==> src/rtl/singlecycle_pkg.sv <==
// Shared types for the single-cycle core's display path: BCD converter state
// encoding and the per-digit 7-segment lookup.
package singlecycle_pkg;

    typedef enum logic [1:0] {
        BCD_IDLE  = 2'd0,
        BCD_SHIFT = 2'd1,
        BCD_DONE  = 2'd2
    } BcdState_e;

    localparam int BCDSTATE_W = $bits(BcdState_e);

    // Segment order {g,f,e,d,c,b,a}, active high; non-decimal codes are blanked.
    function automatic logic [6:0] bcd_to_7seg(input logic [3:0] digit);
        logic [6:0] seg;
        case (digit)
            4'd0:    seg = 7'b0111111;
            4'd1:    seg = 7'b0000110;
            4'd2:    seg = 7'b1011011;
            4'd3:    seg = 7'b1001111;
            4'd4:    seg = 7'b1100110;
            4'd5:    seg = 7'b1101101;
            4'd6:    seg = 7'b1111101;
            4'd7:    seg = 7'b0000111;
            4'd8:    seg = 7'b1111111;
            4'd9:    seg = 7'b1101111;
            default: seg = 7'b0000000;
        endcase
        return seg;
    endfunction

endpackage

==> src/rtl/bin_to_bcd_seq_add3.sv <==
// Double-dabble digit corrector: a BCD digit of 5 or more gets +3 so that the
// following left shift carries correctly into the next decimal digit.
module bcd_add3 (
    input  logic [3:0] i_digit,
    output logic [3:0] o_digit
);

    assign o_digit = (i_digit >= 4'd5) ? i_digit + 4'd3 : i_digit;

endmodule

==> src/rtl/bin_to_bcd_seq.sv <==
// Sequential binary-to-BCD converter (double dabble, one bit per clock) feeding
// the per-digit 7-segment lookup of the display path.
module bin_to_bcd_seq
    import singlecycle_pkg::*;
#(
    parameter int BIN_W  = 32,
    parameter int DIGITS = 10
) (
    input  logic                  i_clk,
    input  logic                  i_rst_n,
    input  logic                  i_start,
    input  logic [BIN_W-1:0]      i_bin,
    input  logic                  i_signed,
    output logic                  o_busy,
    output logic                  o_done,
    output logic [4*DIGITS-1:0]   o_bcd,
    output logic                  o_neg
);

    localparam int BCD_W = 4 * DIGITS;
    localparam int CNT_W = $clog2(BIN_W + 1);
    localparam logic [CNT_W-1:0] LAST_SHIFT = CNT_W'(BIN_W - 1);

    BcdState_e          state_q, state_d;
    logic [BIN_W-1:0]   mag_q, mag_d;
    logic [BCD_W-1:0]   scratch_q, scratch_d;
    logic [CNT_W-1:0]   cnt_q, cnt_d;
    logic               sign_q, sign_d;
    logic               busy_q, busy_d;
    logic               done_q, done_d;
    logic [BCD_W-1:0]   bcd_q, bcd_d;
    logic               neg_q, neg_d;

    logic [BCD_W-1:0]   scratch_adj;
    logic [BIN_W-1:0]   bin_abs;
    logic               bin_is_neg;

    for (genvar k = 0; k < DIGITS; k++) begin : g_add3
        bcd_add3 u_add3 (
            .i_digit (scratch_q[4*k +: 4]),
            .o_digit (scratch_adj[4*k +: 4])
        );
    end

    // Negation is taken modulo 2^BIN_W, so the most negative input maps onto
    // its own bit pattern, which read unsigned is exactly its magnitude.
    assign bin_is_neg = i_signed & i_bin[BIN_W-1];
    assign bin_abs    = bin_is_neg ? (~i_bin + {{(BIN_W-1){1'b0}}, 1'b1}) : i_bin;

    // NOTE: every signal written here gets a default first, so no path leaves
    // it unassigned and no latch is inferred.
    always_comb begin
        state_d   = state_q;
        mag_d     = mag_q;
        scratch_d = scratch_q;
        cnt_d     = cnt_q;
        sign_d    = sign_q;
        busy_d    = busy_q;
        done_d    = 1'b0;
        bcd_d     = bcd_q;
        neg_d     = neg_q;

        case (state_q)
            BCD_IDLE: begin
                // busy_q still high here means the done pulse is showing;
                // a start in that cycle is dropped like any other busy start.
                busy_d = 1'b0;
                if (i_start && !busy_q) begin
                    mag_d     = bin_abs;
                    sign_d    = bin_is_neg;
                    scratch_d = '0;
                    cnt_d     = '0;
                    busy_d    = 1'b1;
                    state_d   = BCD_SHIFT;
                end
            end
            BCD_SHIFT: begin
                scratch_d = {scratch_adj[BCD_W-2:0], mag_q[BIN_W-1]};
                mag_d     = {mag_q[BIN_W-2:0], 1'b0};
                cnt_d     = cnt_q + 1'b1;
                if (cnt_q == LAST_SHIFT) begin
                    state_d = BCD_DONE;
                end
            end
            BCD_DONE: begin
                bcd_d   = scratch_q;
                neg_d   = sign_q;
                done_d  = 1'b1;
                state_d = BCD_IDLE;
            end
            default: begin
                state_d = BCD_IDLE;
            end
        endcase
    end

    // NOTE: state is updated with non-blocking assignments only, so every flop
    // samples the values from before this edge regardless of statement order.
    always_ff @(posedge i_clk) begin
        if (!i_rst_n) begin
            state_q   <= BCD_IDLE;
            mag_q     <= '0;
            scratch_q <= '0;
            cnt_q     <= '0;
            sign_q    <= 1'b0;
            busy_q    <= 1'b0;
            done_q    <= 1'b0;
            bcd_q     <= '0;
            neg_q     <= 1'b0;
        end else begin
            state_q   <= state_d;
            mag_q     <= mag_d;
            scratch_q <= scratch_d;
            cnt_q     <= cnt_d;
            sign_q    <= sign_d;
            busy_q    <= busy_d;
            done_q    <= done_d;
            bcd_q     <= bcd_d;
            neg_q     <= neg_d;
        end
    end

    assign o_busy = busy_q;
    assign o_done = done_q;
    assign o_bcd  = bcd_q;
    assign o_neg  = neg_q;

endmodule

==> config.mk <==
export PLATFORM = sky130hd
export DESIGN_NAME = bin_to_bcd_seq
export DESIGN_NICKNAME = d
export VERILOG_FILES = /design/src/rtl/singlecycle_pkg.sv /design/src/rtl/bin_to_bcd_seq_add3.sv /design/src/rtl/bin_to_bcd_seq.sv
export SDC_FILE = /design/constraint.sdc
export NUM_CORES = 1
export LEC_CHECK = 0
export ABC_AREA = 1
export CAP_MARGIN = 40
export CORE_AREA = 2 2 135 137
export CTS_BUF_LIST = sky130_fd_sc_hd__clkbuf_8
export DETAILED_ROUTE_END_ITERATION = 10
export DIE_AREA = 0 0 137 139
export SYNTH_ARGS = -nofsm -noshare
export SYNTH_HDL_FRONTEND = slang
export SYNTH_HIERARCHICAL = 1
export SYNTH_SLANG_ARGS = --single-unit
==> constraint.sdc <==
create_clock -name i_clk -period 2.2 [get_ports i_clk]
set_input_delay 0.44 -clock i_clk [delete_from_list [all_inputs] [get_ports i_clk]]
set_output_delay 0.44 -clock i_clk [all_outputs]
set_load 0.02 [all_outputs]
### After elaboration in Yosys (flattened, before gate mapping)

Cells that the tools add are included.

| storage, ports and cells | value |
|---|---|
| register bits | 124 |
| input bits | 36 |
| output and inout bits | 43 |
| word-level logic and storage cells | 67 |

| operators by class | value |
|---|---|
| add/sub/neg operators | 12 |
| order comparisons | 10 |
| equal/unequal tests | 5 |
| mux-type cells | 22 |
| bitwise operators | 2 |
| reduce and logical (&&, ||, !) cells | 7 |

Operators with widths:

| operator | number |
|---|---|
| $pmux W40 S2 | 1 |
| $mux W32 | 2 |
| $pmux W32 S2 | 1 |
| $ge A4 B3 Y1 const B | 10 |
| $mux W40 | 1 |
| $add A4 B2 Y4 const B | 9 |
| $mux W4 | 9 |
| $add A32 B1 Y32 const B | 1 |
| $not A32 Y32 | 1 |
| $pmux W6 S2 | 1 |
| $add A6 B1 Y6 const B | 1 |
| $eq A6 B5 Y1 const B | 1 |
| $mux W6 | 1 |
| $reduce_and A2 Y1 | 3 |
| $mux W2 | 2 |
| $ne A2 B2 Y1 const B | 2 |
| $pmux W2 S2 | 1 |
| $add A3 B2 Y3 const B | 1 |
| $mux W3 | 1 |
| $eq A2 B1 Y1 const B | 1 |
| $eq A2 B2 Y1 const B | 1 |
| $logic_not A2 Y1 | 1 |
| $mux W1 | 2 |
| $reduce_bool A2 Y1 | 1 |
| 3 further kinds | 3 |

### Depth between registers and ports, before layout

| depth | value |
|---|---|
| depth after elaboration | 5 |
| mapped depth | 11 |
| depth with buffers taken out | 11 |

### Cells and area by module

Netlist, hierarchy kept.

Modules (own cells, without submodules):

| module | times used | cells an instance | area an instance (sq um) | sequential area each (sq um) |
|---|---|---|---|---|
| bin_to_bcd_seq | 1 | 796 | 5546.6 | 2482.4 |
| bcd_add3 | 10 | 23 | 135.1 | 0.0 |

### Least setup slack after synthesis

OpenSTA, ideal clock, no wires.

| timing | value |
|---|---|
| kind | input -> register |
| start | input i_bin[0] |
| end | register mag_q[30] |
| library setup time | 114 ps |
| data arrival time | 1383 ps |
| data required time | 2086 ps |
| path slack | 704 ps |
| stages on the path | 11 |
| path buffers | 0 |
| cells stage by stage | inv_2 -> ha_1 -> nand2_1 -> nand2_4 -> nand3_4 -> nor2_4 -> nand2_1 -> nand2_1 -> nand2_1 -> o21bai_1 -> inv_1 |

| between the ends | value |
|---|---|
| longest elaborated chain between the ends | 5 |

Ends and longest elaborated chain:

| item | RTL line | source |
|---|---|---|
| from (decl) | bin_to_bcd_seq.sv:12 | `input logic [BIN_W-1:0] i_bin,` |
| $not A32 Y32 | bin_to_bcd_seq.sv:48 | `assign bin_abs = bin_is_neg ? (~i_bin + {{(BIN_W-1){1'b0}}, 1'b1}) : i_bin;` |
| $add A32 B1 Y32 | bin_to_bcd_seq.sv:48 |  |
| $mux W32 | bin_to_bcd_seq.sv:48 |  |
| $mux W32 | bin_to_bcd_seq.sv:68 | `if (i_start && !busy_q) begin` |
| $pmux W32 S2 | bin_to_bcd_seq.sv:63 | `case (state_q)` |
| to (signal assigned) | bin_to_bcd_seq.sv:112 | `mag_q <= mag_d;` |
| to (decl) | bin_to_bcd_seq.sv:25 | `logic [BIN_W-1:0] mag_q, mag_d;` |

Every way passes these cells. The select of a mux whose other input is x is not followed.
A chain may end at the register's enable or synchronous reset.

### Worst setup path in the final report

| timing | value |
|---|---|
| start | register busy_q, in the netlist o_busy |
| end | output o_busy |

RTL lines:

| item | RTL line | source |
|---|---|---|
| from (decl) | bin_to_bcd_seq.sv:29 | `logic busy_q, busy_d;` |
| from (signal assigned) | bin_to_bcd_seq.sv:116 | `busy_q <= busy_d;` |
| to (decl) | bin_to_bcd_seq.sv:14 | `output logic o_busy,` |

No word-level cell between the ends.

==> qor.txt <==
====================================================================================
Vert. Die Dim                                                                 139 um
Post-synthesis net count                                                        1079
Leak pwr                                                                     3.46 nW
Detailed-placement wirelength estimate                                      12300 um
Mean number of vias per cell                                                    4.90
Routed length on met2                                                        7870 um
Drt initial violations                                                           416
Wire length per cell after detailed routing                                  12.6 um
Slowest library cell on the worst path                                  clkdlybuf4s50_1
Synthesized area per cell                                                  6.73 um^2
Result of the run                                                       finished, final reports clean
Number of CTS-inserted buffers                                                    17
Highest metal layer used by the detailed router                                 met4
DRC violations left                                                                0
Quantity of I/O buffers inserted on ports                                         78
Clock tree from TritonCTS                                                        yes
Number of cells on the critical path                                               1
Largest clock skew in the final design                                     0.0106 ns
Area growth, synth to finish                                                   22.6%
Site row count                                                                    49
Aggregate global routing overflow                                                  0
Proportion of layout cells with a drive suffix above 1                         0.128
Sum Neg Setup Slack                                                             0 ns
Crit path largest cell delay                                                 0.62 ns
Number of antenna violations at the first check in global routing                  0
Largest net degree at the start of global routing                                 37
Cell at the root of the clock tree                                          clkbuf_8
CP arrival                                                                   1.45 ns
# Post-CTS Setup Buffers                                                           0
Critical path cell sequence                                             clkdlybuf4s50_1
Placeable core area                                                      0.0177 mm^2
Yosys warning total                                                                6
Worst-case headroom to the max-slew limit                                      0.601
Antenna Cells                                                                      0
Hold Violations, Final                                                             0
Nets                                                                            1162
Cells after synthesis                                                           1021
Antenna violation net count after detailed routing                                 0
Most common library cell in the layout ignoring fill and taps                nand2_1
Overall routed net length                                                   17000 um
Via count of the first global-routing pass                                      5994
Total Routing Usage GR                                                         0.185
Final non-filler cell area                                              0.00842 mm^2
Deepest level of the CTS H-tree                                                    4
Core utilization of the finished layout                                        0.477
Initial core utilization                                                       0.389
Setup violation total in the final timing report                                   0
Die outline area                                                         0.0190 mm^2
Filler cell count                                                               1841
Clock transition at the registers of the reported paths                      0.08 ns
Nature of the critical path endpoint                                     output port
Tmin final                                                                   1.89 ns
Maximum net fanout on the critical path                                            2
X dimension of the die                                                        137 um
Wire length on met1                                                          8230 um
Kind of launch point of the worst setup path                                register
Hold Slack                                                                  0.478 ns
Commonest non-fill, non-tap cells in the layout                         236 x nand2_1, 165 x nor2_1, 124 x dfxtp_1, 97 x inv_1, 84 x o21ai_0
Post-Place Worst Slack                                                     0.0514 ns
Length of routed met3 wiring                                                  677 um
Ratio of total power to cell area                                        642 mW/mm^2
Wire length of the first global-routing pass                                28600 um
Setup repair after global routing missed its margin                            false
Final WS setup                                                              0.312 ns
Summed instance area of the synthesized netlist                         0.00687 mm^2
RD Place Congestion                                                            0.925
R2r worst-path depth                                                               5
Clk sinks                                                                        124
Instance area at placement                                              0.00797 mm^2
Worst hold path depth                                                              1
Post-route fraction of the period consumed by the critical path                0.858
Count of buffering cells on the critical path with inverters included              1
Number of resized instances in the post-cts repair step                            0
Post-cts hold buffer count                                                         0
Crit-path leading delay family                                          buffers and inverters
Number of slew-limit violations in the final report                                0
Crit Path Category                                                           reg2out
Maximum buffer depth of the clock tree                                             2
Worst min-delay path class                                                   reg2reg
Data required time of the critical path                                      1.76 ns
Number of iterations in the first detailed-routing pass                            5
Total via count after detailed routing                                          6593
Worst-Skew Late Latency                                                      0.45 ns
MaxCap Viol Count                                                                  0
Peak supply drop                                                              355 uV
Slew of the pin with the lowest slew margin                                 0.598 ns
Boundary pin count                                                                79
Max frequency                                                              0.530 GHz
====================================================================================
-- sequential cells by signal (all words and copies together), names as in the netlist --
signal,flops
state_q,2
o_busy,1
mag_q,32
scratch_q,40
o_done,1
cnt_q,6
sign_q,1
o_bcd,40
o_neg,1
-- per-layer routing --
layer | track usage | vias to the layer above
met1 | 0.247 | 2987
met2 | 0.301 | 124
met3 | 0.0413 | 18
met4 | 0.0467 | 0
met5 | 0 | -
li1 | - | 3464
-- power breakdown --
part / internal (mW) / switching, mW / leakage (nW)
clock: 1.35 / 0.966 / 0.218
sequential: 2.33 / 0.0406 / 1.01
combinational: 0.273 / 0.459 / 2.24
-- metrics by stage --
step / std cells / total power [mW]
floorplan: 1021 / 2.89
global placement: 1314 / 3.15
detailed placement: 1314 / 3.15
CTS: 1346 / 5.47
global route: 1346 / 5.66
finish: 1346 / 5.41
-- worst paths after layout --
path                   start          to  slack, ns
setup / recovery      o_busy      o_busy       0.31
hold / removal      cnt_q[5]  state_q[1]       0.48
setup reg to reg  state_q[0]    cnt_q[4]       0.48
hold reg to reg     cnt_q[5]  state_q[1]       0.48
-- final cells by class --
cell class                 count  area [um^2]  area share
inverter                     114          430      0.0511
multi-input combinational    741         3760       0.446
clock inverter                15          221      0.0263
sequential                   124         2480       0.295
timing repair buffer         106         1010       0.120
clock buffer                  17          234      0.0278
tap                          229          287      0.0340
Note: power is estimated with default switching activity, not from simulation.
